## src/rtl/cpu_pkg.sv

```systemverilog
// Shared definitions for the processor front end: opcode encodings, word width
// and the instruction-fetch state encoding.
package cpu_pkg;

    localparam int IW_DEF = 9;

    localparam logic [2:0] OP_MV  = 3'b000;
    localparam logic [2:0] OP_MVI = 3'b001;
    localparam logic [2:0] OP_ADD = 3'b010;
    localparam logic [2:0] OP_SUB = 3'b011;
    localparam logic [2:0] OP_HLT = 3'b111;

    typedef enum logic [2:0] {
        S_IDLE,
        S_FETCH,
        S_DECODE,
        S_IMM,
        S_IMM_LD,
        S_ISSUE,
        S_WAIT,
        S_HALT
    } fetch_state_t;

endpackage

```

## src/rtl/instr_fetch_seq.sv

```systemverilog
// Instruction issuer: fetches words from a synchronous program ROM, prefetches
// the MVI immediate, and hands each instruction to the controller with run.
module instr_fetch_seq
    import cpu_pkg::*;
#(
    parameter int ADDR_W  = 5,
    parameter int IW      = IW_DEF,
    parameter int TIMEOUT = 15
) (
    input  logic              clock,
    input  logic              resetn,
    input  logic              start,
    output logic [ADDR_W-1:0] mem_addr,
    input  logic [IW-1:0]     mem_data,
    output logic [IW-1:0]     ir,
    output logic [IW-1:0]     din,
    output logic              run,
    input  logic              done,
    output logic [ADDR_W-1:0] pc,
    output logic              busy,
    output logic              halted,
    output logic              timeout_err,
    output fetch_state_t      state_dbg
);

    localparam int CNT_W = $clog2(TIMEOUT + 1);

    fetch_state_t     state;
    logic [CNT_W-1:0] wait_cnt;
    logic [2:0]       op;

    // The ROM is addressed straight from pc; the word for pc is on mem_data
    // one cycle later, which is exactly when DECODE / IMM_LD consume it.
    assign mem_addr  = pc;
    assign op        = mem_data[IW-1:IW-3];
    assign state_dbg = state;

    // Handshake: run is high for exactly one cycle (ISSUE) with ir/din valid;
    // ir/din then stay put until done is seen high in WAIT. done in any other
    // state is ignored, and done on the final allowed WAIT cycle wins over the timeout.
    always_ff @(posedge clock or negedge resetn) begin
        if (!resetn) begin
            state       <= S_IDLE;
            pc          <= '0;
            ir          <= '0;
            din         <= '0;
            run         <= 1'b0;
            busy        <= 1'b0;
            halted      <= 1'b0;
            timeout_err <= 1'b0;
            wait_cnt    <= '0;
        end else begin
            run <= 1'b0;
            case (state)
                S_IDLE: begin
                    if (start) begin
                        state <= S_FETCH;
                        busy  <= 1'b1;
                    end
                end
                S_FETCH: begin
                    state <= S_DECODE;
                end
                S_DECODE: begin
                    ir <= mem_data;
                    pc <= pc + ADDR_W'(1);
                    if (op == OP_HLT) begin
                        state  <= S_HALT;
                        busy   <= 1'b0;
                        halted <= 1'b1;
                    end else if (op == OP_MVI) begin
                        state <= S_IMM;
                    end else begin
                        state <= S_ISSUE;
                        run   <= 1'b1;
                    end
                end
                S_IMM: begin
                    state <= S_IMM_LD;
                end
                S_IMM_LD: begin
                    din   <= mem_data;
                    pc    <= pc + ADDR_W'(1);
                    state <= S_ISSUE;
                    run   <= 1'b1;
                end
                S_ISSUE: begin
                    wait_cnt <= '0;
                    state    <= S_WAIT;
                end
                S_WAIT: begin
                    if (done) begin
                        if (start) begin
                            state <= S_FETCH;
                        end else begin
                            state <= S_IDLE;
                            busy  <= 1'b0;
                        end
                    end else if (wait_cnt == CNT_W'(TIMEOUT - 1)) begin
                        wait_cnt    <= CNT_W'(TIMEOUT);
                        timeout_err <= 1'b1;
                        state       <= S_HALT;
                        busy        <= 1'b0;
                        halted      <= 1'b1;
                    end else begin
                        wait_cnt <= wait_cnt + CNT_W'(1);
                    end
                end
                S_HALT: begin
                    state <= S_HALT;
                end
                default: begin
                    state <= S_IDLE;
                    busy  <= 1'b0;
                end
            endcase
        end
    end

endmodule

```

## config.mk

```make
export PLATFORM = sky130hd
export DESIGN_NAME = instr_fetch_seq
export DESIGN_NICKNAME = d
export VERILOG_FILES = /design/src/rtl/cpu_pkg.sv /design/src/rtl/instr_fetch_seq.sv
export SDC_FILE = /design/constraint.sdc
export NUM_CORES = 1
export LEC_CHECK = 0
export BUFFER_PORTS_ARGS = -buffer_cell sky130_fd_sc_hd__buf_2
export CAP_MARGIN = 20
export CORE_MARGIN = 1.5
export CORE_UTILIZATION = 40
export CTS_CLUSTER_SIZE = 10
export DETAILED_ROUTE_END_ITERATION = 8
export SYNTH_ARGS = -nofsm -noshare
export SYNTH_HDL_FRONTEND = slang
export SYNTH_SLANG_ARGS = --single-unit
```

## constraint.sdc

```tcl
create_clock -name clock -period 2.85 [get_ports clock]
set_input_delay 0.285 -clock clock [delete_from_list [all_inputs] [get_ports clock]]
set_output_delay 0.285 -clock clock [all_outputs]
set_load 0.02 [all_outputs]
```

* Word-level counts from Yosys, hierarchy flattened
Cells that the tools add are included.
** Cells by class
- $add $sub $neg :: 2
- Bitwise operators :: 1
- Muxes and demuxes :: 23
- Equal/unequal tests :: 16
- Reductions and logical operators :: 10
** Operators with widths (number)
- one-hot mux 3 bit (8 select lines) :: 1
- == test 3 bit, second input constant :: 5
- 2-to-1 mux 3 bit :: 5
- 2-to-1 mux 1 bit :: 11
- 2-to-1 mux 4 bit :: 2
- inequality test 2 bit, second input constant :: 4
- one-hot mux 4 bit (2 select lines) :: 1
- == test 3 x 1 -> 1 bit, second input constant :: 2
- == test 3 x 2 -> 1 bit, second input constant :: 2
- inequality test 3 bit, second input constant :: 2
- adder 5 x 1 -> 5 bit, second input constant :: 1
- AND reduction 5 bit :: 1
- adder 4 x 1 -> 4 bit, second input constant :: 1
- == test 4 bit, second input constant :: 1
- one-hot mux 1 bit (2 select lines) :: 2
- AND reduction 2 bit :: 2
- AND reduction 4 bit :: 1
- nonzero test 2 bit :: 2
- logical NOT 3 bit :: 1
- one-hot mux 1 bit (3 select lines) :: 1
- AND reduction 3 bit :: 1
- nonzero test 3 bit :: 1
- OR reduction 2 bit :: 1
- NOT 1 bit :: 1
** Storage, ports and cells
- Output and inout bits :: 35
- Bits in registers :: 34
- Input port bits :: 13

* Depth between registers and ports, before layout
Gate-level depths: netlist of run 1.
- Word-level depth :: 4
- Gate-level depth with buffers :: 5
- Mapped depth without buffers :: 5

* Worst setup path after synthesis of run 1
Ideal clock, no wire load.
- Path type :: reg2reg
- Start :: register state[1], in the netlist state_dbg[1]
- End :: register ir[0]
- Library setup time :: 0.125 ns
- Arrival :: 1.402 ns
- Buffers on the path :: 2
- Slack :: 1.324 ns
- Cell stages (with the launch flop) :: 5
- Path through :: dfrtp_1 buf_2 nor3b_2 buf_2 mux2_2
** On the way
- Longest elaborated chain between the ends :: 1
** Ends and longest elaborated chain
- from (decl) :: RTL line instr_fetch_seq.sv:28 : fetch_state_t state;
- from (signal assigned) :: RTL line instr_fetch_seq.sv:43 : state <= S_IDLE;
- from (signal assigned) :: RTL line instr_fetch_seq.sv:57 : state <= S_FETCH;
- from (signal assigned) :: RTL line instr_fetch_seq.sv:62 : state <= S_DECODE;
- == test 3 x 2 -> 1 bit :: RTL line instr_fetch_seq.sv:54 : case (state)
- to (signal assigned) :: RTL line instr_fetch_seq.sv:65 : ir <= mem_data;
- to (decl) :: RTL line instr_fetch_seq.sv:15 : output logic [IW-1:0] ir,
No other way between the ends.
A chain may end at the register's enable or synchronous reset.

* Worst setup path after layout of run 1
- Start :: register state[2], in the netlist state_dbg[2]
- End :: register din[6]
** On the way
- Longest elaborated chain between the ends :: 1
** Ends and longest elaborated chain
- == test 3 bit :: RTL line instr_fetch_seq.sv:54
- to (signal assigned) :: RTL line instr_fetch_seq.sv:82 : din <= mem_data;
- to (decl) :: RTL line instr_fetch_seq.sv:16 : output logic [IW-1:0] din,
No other way between the ends.

==> results of run 1 <==
==> layout make-up <==
type	instances	area (um^2)
Sequential cell	34	851
Timing Repair Buffer	49	250
Multi-Input combinational cell	77	627
Clock inverter	2	37.5
Inverter	1	3.75
Clock buffer	6	72.6
Tap cell	48	60.1
Fill cell	349	1790
==> routing by layer <==
metal,share of wire [%],up-vias,global-route usage (%)
met2,46,33,24.2
met1,46,514,21.2
met4,2.1,0,7.81
li1,-,526,-
met3,6.0,5,5.82
met5,0,-,0
==> sequential cells by signal (all words and copies together), names as in the netlist <==
register     cells
run              1
din              9
timeout_err      1
mem_addr         5
halted           1
state_dbg        3
busy             1
wait_cnt         4
ir               9
==> placed cells by master, fill, tap and decap left out <==
cell type,instances
mux2i_1,2
clkbuf_1,1
nor3b_2,2
inv_1,1
a21o_1,3
a31o_2,1
nand2b_1,2
xnor2_1,2
and3_1,2
nand4_1,2
xor2_1,4
a21oi_1,2
nor3b_1,1
buf_2,47
or4b_1,1
buf_4,2
nor4b_1,1
mux2_2,19
clkbuf_8,5
nand3b_1,1
ha_1,3
clkinvlp_4,1
bufinv_16,1
nor2_1,2
nand2_1,4
dfrtp_1,34
o211a_1,1
o2111ai_1,1
nand3_1,7
nor3_1,2
nor2b_1,4
o21ai_0,3
a31oi_1,3
nor4bb_1,1
o21ba_2,1
==> worst max-delay path, stage by stage (launching register included) <==
cell,delay [ns]
dfrtp_1,0.61
nor3b_2,0.69
mux2_2,0.42
==> per-stage QoR <==
stage	instances	total power (uW)	setup WS (ns)	hold slack (ns)
after global placement	209	1940	1.03	0.393
after CTS	217	2420	0.953	0.0838
after floorplan	123	1670	1.32	-0.0106
final	217	2380	1.00	0.0586
after detailed placement	209	1970	0.957	0.399
after global routing	217	2550	0.879	0.128
==> synth_stat cells (2+ instances only) <==
master	number	area share (%)
and3_1	2	0.81
nor2_1	2	0.49
xnor2_1	2	1.1
nand2b_1	2	0.81
buf_4	6	2.9
nand2_1	4	0.97
a31oi_1	3	1.2
o21ai_0	3	0.97
ha_1	3	2.4
a21o_1	3	1.5
nand4_1	2	0.81
a21oi_1	2	0.65
nor3b_1	2	0.97
mux2i_1	2	1.3
xor2_1	4	2.3
nand3_1	7	2.3
nor3_1	2	0.65
nor2b_1	4	1.6
buf_2	4	1.3
dfrtp_1	34	55
mux2_2	19	14
==> logic make-up after synthesis <==
group / Yosys count / synth area share (%)
mux: 21 / 15.1
flops: 34 / 55.1
compound gates: 15 / 6.72
xor+xnor: 6 / 3.40
buf+inv: 12 / 4.70
simple gates: 32 / 12.5
fa+ha+maj: 3 / 2.43
==> where the power goes <==
part,internal (uW),switching (uW)
Combinational,450,591
Clock,261,170
Sequential,708,205
==> path summary, 6_finish.rpt <==
kind                            cells after the start  slack, ns                 endpoint
worst min register to register                      1       0.45  timeout_err$_DFFE_PN0P_
worst min-delay path                                1       0.06  mem_addr[0]$_DFFE_PN0P_
min in group clock                                  2       0.24       din[0]$_DFFE_PN0N_
worst max register to register                      2       1.00       din[6]$_DFFE_PN0N_
worst max-delay path                                2       1.00       din[6]$_DFFE_PN0N_
max in group asynchronous                           1       2.32  wait_cnt[0]$_DFFE_PN0P_
==> results_dict.tcl, run 1 <==
set metrics [dict create \
    antenna_found_initial 0 \
    report.final.slew_viol_count 0 \
    clock_skew_ns 0.00425 \
    die-area_um2 4250 \
    critical_path_class "flop to flop" \
    grt_max_degree 35 \
    grt_usage_pct 16.3 \
    end_kind "flop" \
    netlist_instances 123 \
    clk_latency_ns 0.28 \
    leakage_uw 0.000930 \
    synth_nets 139 \
    via_per_inst 4.97 \
    grt_pass1_wl_um 5090 \
    worstReg2RegStart "state_dbg[2]$_DFFE_PN0P_" \
    antenna_cells 0 \
    via_count 1078 \
    synth.cell_area_um2 1550 \
    fin_crit_ns 1.85 \
    setup_viol 0 \
    drt-initial-drc-count 88 \
    port_buffers 47 \
    worst_pin_slew_ns 0.731 \
    fp.dieW_um 65.2 \
    clkSinkCount 34 \
    grt_pass1_vias 1052 \
    required_ns 3.01 \
    yosysUniqueCellTypes 32 \
    critPathLaunch "state_dbg[2]$_DFFE_PN0P_" \
    ys_async_sr_fraction_pct 100 \
    hp-class "primary input to asynchronous set/reset pin" \
    ir_drop_v 0.000661 \
    row_count 22 \
    status "finished, final reports clean" \
    critPathLaunchType "flop" \
    cts_hold_buf 0 \
    timing.final.crit_share_pct 64.7 \
    arrival_ns 2.01 \
    synth_warnings 0 \
    ant_nets 0 \
    final_nets 184 \
    worstPathMaxFanout 16 \
    slew_headroom_pct 51.0 \
    area_growth_pct 23.1 \
    wire_per_inst_um 13.6 \
    hold_viol_final 0 \
    overflow 0 \
    start_util_pct 41.9 \
    clkSlewWorstSetupHoldPaths_ns 0.07 \
    die_h_um 65.2 \
    synth-edff-count 0 \
    gp_congestion 0.669 \
    synth_flop_cell "dfrtp_1" \
    wirelength_um 2950 \
    cts_resized 0 \
    fmax_ghz 0.542 \
    dp_hpwl_um 2120 \
    dpl_cell_area_um2 1790 \
    core_area_um2 3690 \
    io_pins 48 \
    drc 0 \
    clock_path_buffers 2 \
    ys_seq_area_share_pct 55.1 \
    clk_root_buffer_cell "clkbuf_8" \
    cts_made_buffers 5 \
    drv_cap 0 \
    stdcell_area_um2 1900 \
    rsz0062_at_grt "no" \
    powerDensity_nw_per_um2 1250 \
    synth_seq_cells 34 \
    cts_tree "done" \
    drive_gt1_share_pct 46.7 \
    postCtsSetupBuffers 0 \
    avgSynthCellArea_um2 12.6 \
    h-tree-depth 2 \
    first_pass_iters 4 \
    finalSetupTns_ns 0 \
    fin_util_pct 51.6 \
]
Power figures use the tool's default switching activity.
==> run 2, diff against run 1 <==
--- a/config.mk
+++ b/config.mk
@@ -5,6 +5,7 @@
 export SDC_FILE = /design/constraint.sdc
 export NUM_CORES = 1
 export LEC_CHECK = 0
+export ABC_AREA = 1
 export BUFFER_PORTS_ARGS = -buffer_cell sky130_fd_sc_hd__buf_2
 export CAP_MARGIN = 20
 export CORE_MARGIN = 1.5
==> constraint.sdc (replaced) <==
create_clock -name clock -period 1.7 [get_ports clock]
set_input_delay 0.17 -clock clock [delete_from_list [all_inputs] [get_ports clock]]
set_output_delay 0.17 -clock clock [all_outputs]
set_load 0.02 [all_outputs]
==> run 2 against run 1 <==
Compared with the run above: synthesized cell count increased by 49%; non-clock buffer count increased by 2; first-iteration DRC count decreased by 34%; flip-flop and latch count unchanged; die area increased by 3.5%; sequential power increased by 58%; wire length increased by 7.5%; cell count increased by 29%; core utilization increased by 1.3 points; critical path depth increased by 5; fmax increased by 33%; via count increased by 20%; critical endpoint is now mem_addr[2]$_DFFE_PN0P_; highest routed layer unchanged.
==> results_dict.tcl, run 2 <==
set metrics [dict create \
    drv_cap 0 \
    final_common_cell "nand2_1" \
    synth_seq_cells 34 \
    dp_hpwl_um 2310 \
    finalSetupTns_ns 0 \
    antenna_cells 0 \
    synth_top_area_share_pct 53.1 \
    drc 0 \
    ir_drop_v 0.00119 \
    die-area_um2 4400 \
    port_buffers 47 \
    clock_path_buffers 2 \
    leakage_uw 0.00108 \
    h-tree-depth 2 \
    area_growth_pct 23.4 \
    fin_crit_ns 1.39 \
    first_pass_iters 4 \
    row_count 22 \
    synth_top_cell_by_area "dfrtp_1" \
    final_nets 248 \
    ant_nets 0 \
    via_per_inst 4.60 \
    placed_cells 272 \
    wire_per_inst_um 11.3 \
    required_ns 1.87 \
    clock_skew_ns 0.00356 \
    synth_nets 199 \
    clkSlewWorstSetupHoldPaths_ns 0.07 \
    synth.area.top_cells "dfrtp_1 (53%), nand2_1 (11%), inv_1 (4.7%)" \
    synth.cell_area_um2 1600 \
    crit_chain "inv_2, nand2_1, nor2_4, inv_2, nand2_4, nand2_1, xnor2_1" \
    gp_congestion 0.809 \
    core_area_um2 3740 \
    wirelength_um 3170 \
    clk_root_buffer_cell "clkbuf_8" \
    grt_pass1_wl_um 5360 \
    grt_usage_pct 16.3 \
    ys_seq_area_share_pct 53.1 \
    drt-initial-drc-count 58 \
    fin_util_pct 52.8 \
    cp_top_family "flip-flops" \
    arrival_ns 1.56 \
    instances_no_fill 281 \
    timing.final.crit_share_pct 81.8 \
    fp.dieW_um 66.3 \
    clkSinkCount 34 \
    drive_gt1_share_pct 29.2 \
    synth-edff-count 0 \
    hp-class "primary input to flop" \
    rsz0062_at_grt "no" \
    worstPathMaxFanout 21 \
    grt_max_degree 35 \
    cts_made_buffers 5 \
    powerDensity_nw_per_um2 2040 \
    synth.most_common_cell "nand2_1" \
    r2r_slack_ns 0.31 \
    setup_viol 0 \
    synth_flop_cell "dfrtp_1" \
    antenna_found_initial 0 \
    critical_path_class "flop to flop" \
    avgSynthCellArea_um2 8.76 \
    die_h_um 66.3 \
    yosysUniqueCellTypes 25 \
    cpPeakStageDelay_ns 0.45 \
    cts_tree "done" \
    hold_viol_final 0 \
    slew_headroom_pct 71.7 \
    start_util_pct 42.8 \
    fmax_ghz 0.719 \
    netlist_instances 183 \
    status "finished, final reports clean" \
    yosys-top-cells-count "nand2_1 (49), dfrtp_1 (34), inv_1 (20)" \
    nFillCells 380 \
    layout_common_cells "nand2_1 (49), buf_2 (47), dfrtp_1 (34)" \
    worst_pin_slew_ns 0.424 \
    path_buf_inv 2 \
    clk_latency_ns 0.28 \
    synth_warnings 0 \
    grt_pass1_vias 1234 \
    overflow 0 \
    critPathLaunchType "flop" \
    io_pins 48 \
    worst_path_max_delay_cell "dfrtp_1" \
    via_count 1292 \
    postCtsSetupBuffers 0 \
    report.final.slew_viol_count 0 \
    ys_async_sr_fraction_pct 100 \
    end_kind "flop" \
]
==> run 2: cell types whose count changed after synthesis, sizes merged, moves of 9 or more <==
cell,before,now
nand2,4,50
o21ai,3,27
inv,1,23
mux2,19,0
nor2,2,11
==> run 2: final timing paths <==
check | to | from | depth (start not counted)
max in group asynchronous | wait_cnt[3]$_DFFE_PN0P_ | resetn | 3
min in group asynchronous | din[2]$_DFFE_PN0N_ | resetn | 3
setup reg to reg | mem_addr[2]$_DFFE_PN0P_ | state_dbg[0]$_DFFE_PN0P_ | 7
hold reg to reg | busy$_DFFE_PN0P_ | busy$_DFFE_PN0P_ | 2
setup / recovery | mem_addr[2]$_DFFE_PN0P_ | state_dbg[0]$_DFFE_PN0P_ | 7
hold / removal | ir[1]$_DFFE_PN0P_ | mem_data[1] | 3
==> run 2: through the flow <==
step	instance area (um^2)	setup WS (ns)	hold slack, ns	total power, uW
after floorplan	1600	0.400	-0.126	2810
after global placement	1850	0.353	0.229	3290
after detailed placement	1850	0.311	0.228	3330
after CTS	1980	0.296	0.127	4080
after global routing	1980	0.150	0.150	4350
final	1980	0.310	0.131	4030
==> run 2: metal layers <==
metal	part of all wire, %	routed length (um)	vias to the layer above	track usage (%)
li1	-	-	672	-
met1	50	1600	578	21.7
met2	44	1400	40	24.9
met3	4.9	156	2	4.43
met4	0.63	20	0	7.14
met5	0	0	-	0
==> run 2: cell type report <==
type | instances | area (um^2) | share of cell area (%)
clock buffers | 5 | 68.8 | 3.48
clock inverters | 3 | 45.0 | 2.28
inverters | 23 | 86.3 | 4.36
multi-input cells | 117 | 599 | 30.3
flip-flops and latches | 34 | 851 | 43.0
well taps | 48 | 60.1 | 3.04
repair buffers | 51 | 268 | 13.5
==> run 2: report_power, final <==
part / switching, uW / internal, uW / total (uW)
registers: 279 / 1170 / 1440
logic: 1220 / 626 / 1840
clock network: 309 / 436 / 745
==> run 2: kinds of logic (layout without fill, tap and decap cells) <==
logic type,count (synthesis),count (layout),synth area share [%]
adders and majority gates,3,3,2.34
buffers and inverters,32,82,9.52
AOI/OAI and AO/OA,33,33,11.0
and+or+nand+nor,76,76,21.3
DFF,34,34,53.1
xor gates and xnor gates,5,5,2.73
==> run 2: worst register-to-register path, cell delays in order (launching register included) <==
cell	delay, ns
dfrtp_1	0.45
inv_2	0.09
nand2_1	0.08
nor2_4	0.15
inv_2	0.18
nand2_4	0.14
nand2_1	0.07
xnor2_1	0.12
==> run 2: timing repair <==
| action | in CTS | in global routing |
|---|---|---|
| hold buffers | 1 | 0 |
| setup endpoints to repair | 0 | 0 |
| gates resized for setup | 0 | 0 |
| endpoints found under the hold margin | 34 | 0 |
==> run 3, diff against run 2 <==
--- a/config.mk
+++ b/config.mk
@@ -12,6 +12,7 @@
 export CORE_UTILIZATION = 40
 export CTS_CLUSTER_SIZE = 10
 export DETAILED_ROUTE_END_ITERATION = 8
+export PLACE_DENSITY = 0.67
 export SYNTH_ARGS = -nofsm -noshare
 export SYNTH_HDL_FRONTEND = slang
 export SYNTH_SLANG_ARGS = --single-unit
==> constraint.sdc (replaced) <==
create_clock -name clock -period 1.16 [get_ports clock]
set_input_delay 0.116 -clock clock [delete_from_list [all_inputs] [get_ports clock]]
set_output_delay 0.116 -clock clock [all_outputs]
set_load 0.02 [all_outputs]
==> run 3 against run 2 <==
Compared with the run above: the flow now finishes with violations (negative setup slack); first-iteration DRC count is 45% lower; fmax is 11% higher; non-clock buffer count is 35 higher.
==> results_dict.tcl, run 3 (synthesized netlist as in run 2, its figures left out) <==
set metrics [dict create \
    via_count 1480 \
    final_common_cell "buf_2" \
    setup_viol 32 \
    leakage_uw 0.00130 \
    multiInputGateArea_um2 732 \
    crit_chain "nor2_4, buf_4, nand2_4, buf_4, nand2_1, o21ai_0" \
    hold_viol_final 0 \
    finalSetupTns_ns -1.76 \
    failed_checks "negative setup slack" \
    antenna_cells 0 \
    drv_cap 0 \
    timing.final.crit_share_pct 108 \
    hold_ws_ns 0.0748 \
    row_count 22 \
    worst_pin_slew_ns 0.223 \
    seq_area_um2 855 \
    grt_pass1_vias 1414 \
    grt_pass1_wl_um 6310 \
    clk_root_buffer_cell "clkbuf_8" \
    wire_per_inst_um 12.0 \
    overflow 0 \
    status "finished with violations" \
    first_pass_iters 4 \
    layout_common_cells "buf_2 (46), nand2_1 (35), dfrtp_1 (31)" \
    die-area_um2 4400 \
    fp.dieW_um 66.3 \
    drive_gt1_share_pct 49.3 \
    grt_usage_pct 19.5 \
    clock_skew_ns 0.00390 \
    slew_headroom_pct 85.0 \
    rsz0062_at_grt "yes" \
    dpl_cell_area_um2 2060 \
    h-tree-depth 2 \
    cts_tree "done" \
    critPathLaunchType "flop" \
    grt_max_degree 17 \
    core_area_um2 3740 \
    worstPathMaxFanout 8 \
    clkSinkCount 34 \
    critical_path_class "flop to flop" \
    die_h_um 66.3 \
    end_kind "flop" \
    hp-class "primary input to flop" \
    fin_crit_ns 1.26 \
    ant_nets 0 \
    drt-initial-drc-count 32 \
    drc 0 \
    io_pins 48 \
    cpMostUsedCell "buf_4" \
    dp_hpwl_um 2680 \
    nFillCells 330 \
    wirelength_um 3790 \
    clock_path_buffers 2 \
    final_nets 283 \
    ir_drop_v 0.00159 \
    port_buffers 47 \
    stdcell_area_um2 2430 \
    gp_congestion 0.831 \
    arrival_ns 1.43 \
    setup_ws_ns -0.0956 \
    required_ns 1.33 \
    fmax_ghz 0.796 \
    via_per_inst 4.68 \
    clkSlewWorstSetupHoldPaths_ns 0.07 \
    worst_path_max_delay_cell "dfrtp_2" \
    cpPeakStageDelay_ns 0.48 \
    area_growth_pct 51.9 \
    powerDensity_nw_per_um2 2930 \
    cts_made_buffers 5 \
    report.final.slew_viol_count 0 \
    antenna_found_initial 0 \
    start_util_pct 42.8 \
    clk_latency_ns 0.29 \
]
-- run 3: changes by cell type in the layout (fill, tap and decap cells not counted), sizes merged --
cell	change
buf	+35
-- run 3: routing by layer --
| metal | part of all wire [%] | wire, um | GRT usage [%] |
|---|---|---|---|
| met5 | 0 | 0 | 0 |
| met4 | 2.2 | 85 | 11.0 |
| met3 | 3.2 | 120 | 4.26 |
| met2 | 48 | 1810 | 29.0 |
| met1 | 47 | 1770 | 26.1 |
-- run 3: final timing paths --
check                                    startpoint                 endpoint  slack, ns  depth (start not counted)
min in group asynchronous                    resetn       din[6]$_DFFE_PN0N_       0.20                          2
max reg2reg                state_dbg[1]$_DFFE_PN0P_       din[2]$_DFFE_PN0N_       -0.1                          6
min reg2reg                        busy$_DFFE_PN0P_         busy$_DFFE_PN0P_       0.48                          2
max in group asynchronous                    resetn  mem_addr[3]$_DFFE_PN0P_       0.49                          3
min                                     mem_data[4]        ir[4]$_DFFE_PN0P_       0.07                          3
max                        state_dbg[1]$_DFFE_PN0P_       din[2]$_DFFE_PN0N_       -0.1                          6
-- run 3: final cells by class --
class	count	share of cell area [%]
clock buffers	5	2.83
flip-flops and latches	34	35.1
well taps	48	2.47
clock inverters	3	1.85
inverters	23	3.65
repair buffers	86	24.0
multi-input cells	117	30.1
-- run 3: report_power, final --
| part | switching (uW) | leakage (uW) | internal, uW |
|---|---|---|---|
| combinational | 2190 | 0.000832 | 1700 |
| sequential | 411 | 0.000420 | 1720 |
| clock | 470 | 0.0000504 | 639 |
| total | 3070 | 0.00130 | 4060 |
-- run 3: metrics by stage --
stage	util, %	instances	total power [uW]	setup slack [ns]
after floorplan	-	183	4200	-0.0688
after global placement	54.9	296	5320	-0.0493
after detailed placement	54.9	296	5370	-0.0782
after CTS	61.9	311	6910	-0.0977
after global routing	65.0	316	7670	-0.195
final	65.0	316	7120	-0.0956
-- run 3: critical path, delay by kind of cell (launching register included) --
family,cells,cell delay (ns)
AND/OR/NAND/NOR,3,0.28
buffers and inverters,2,0.30
AO/OA/AOI/OAI,1,0.08
flip-flops,1,0.48
-- run 3: repair_timing --
item | in CTS | in global routing
resized for setup | 29 | 21
hold buffers | 1 | 0
gates cloned | 2 | 0
pin swaps | 5 | 11
endpoints found under the setup margin | 32 | 36
endpoints found under the hold margin | 34 | 0
setup buffers | 4 | 6
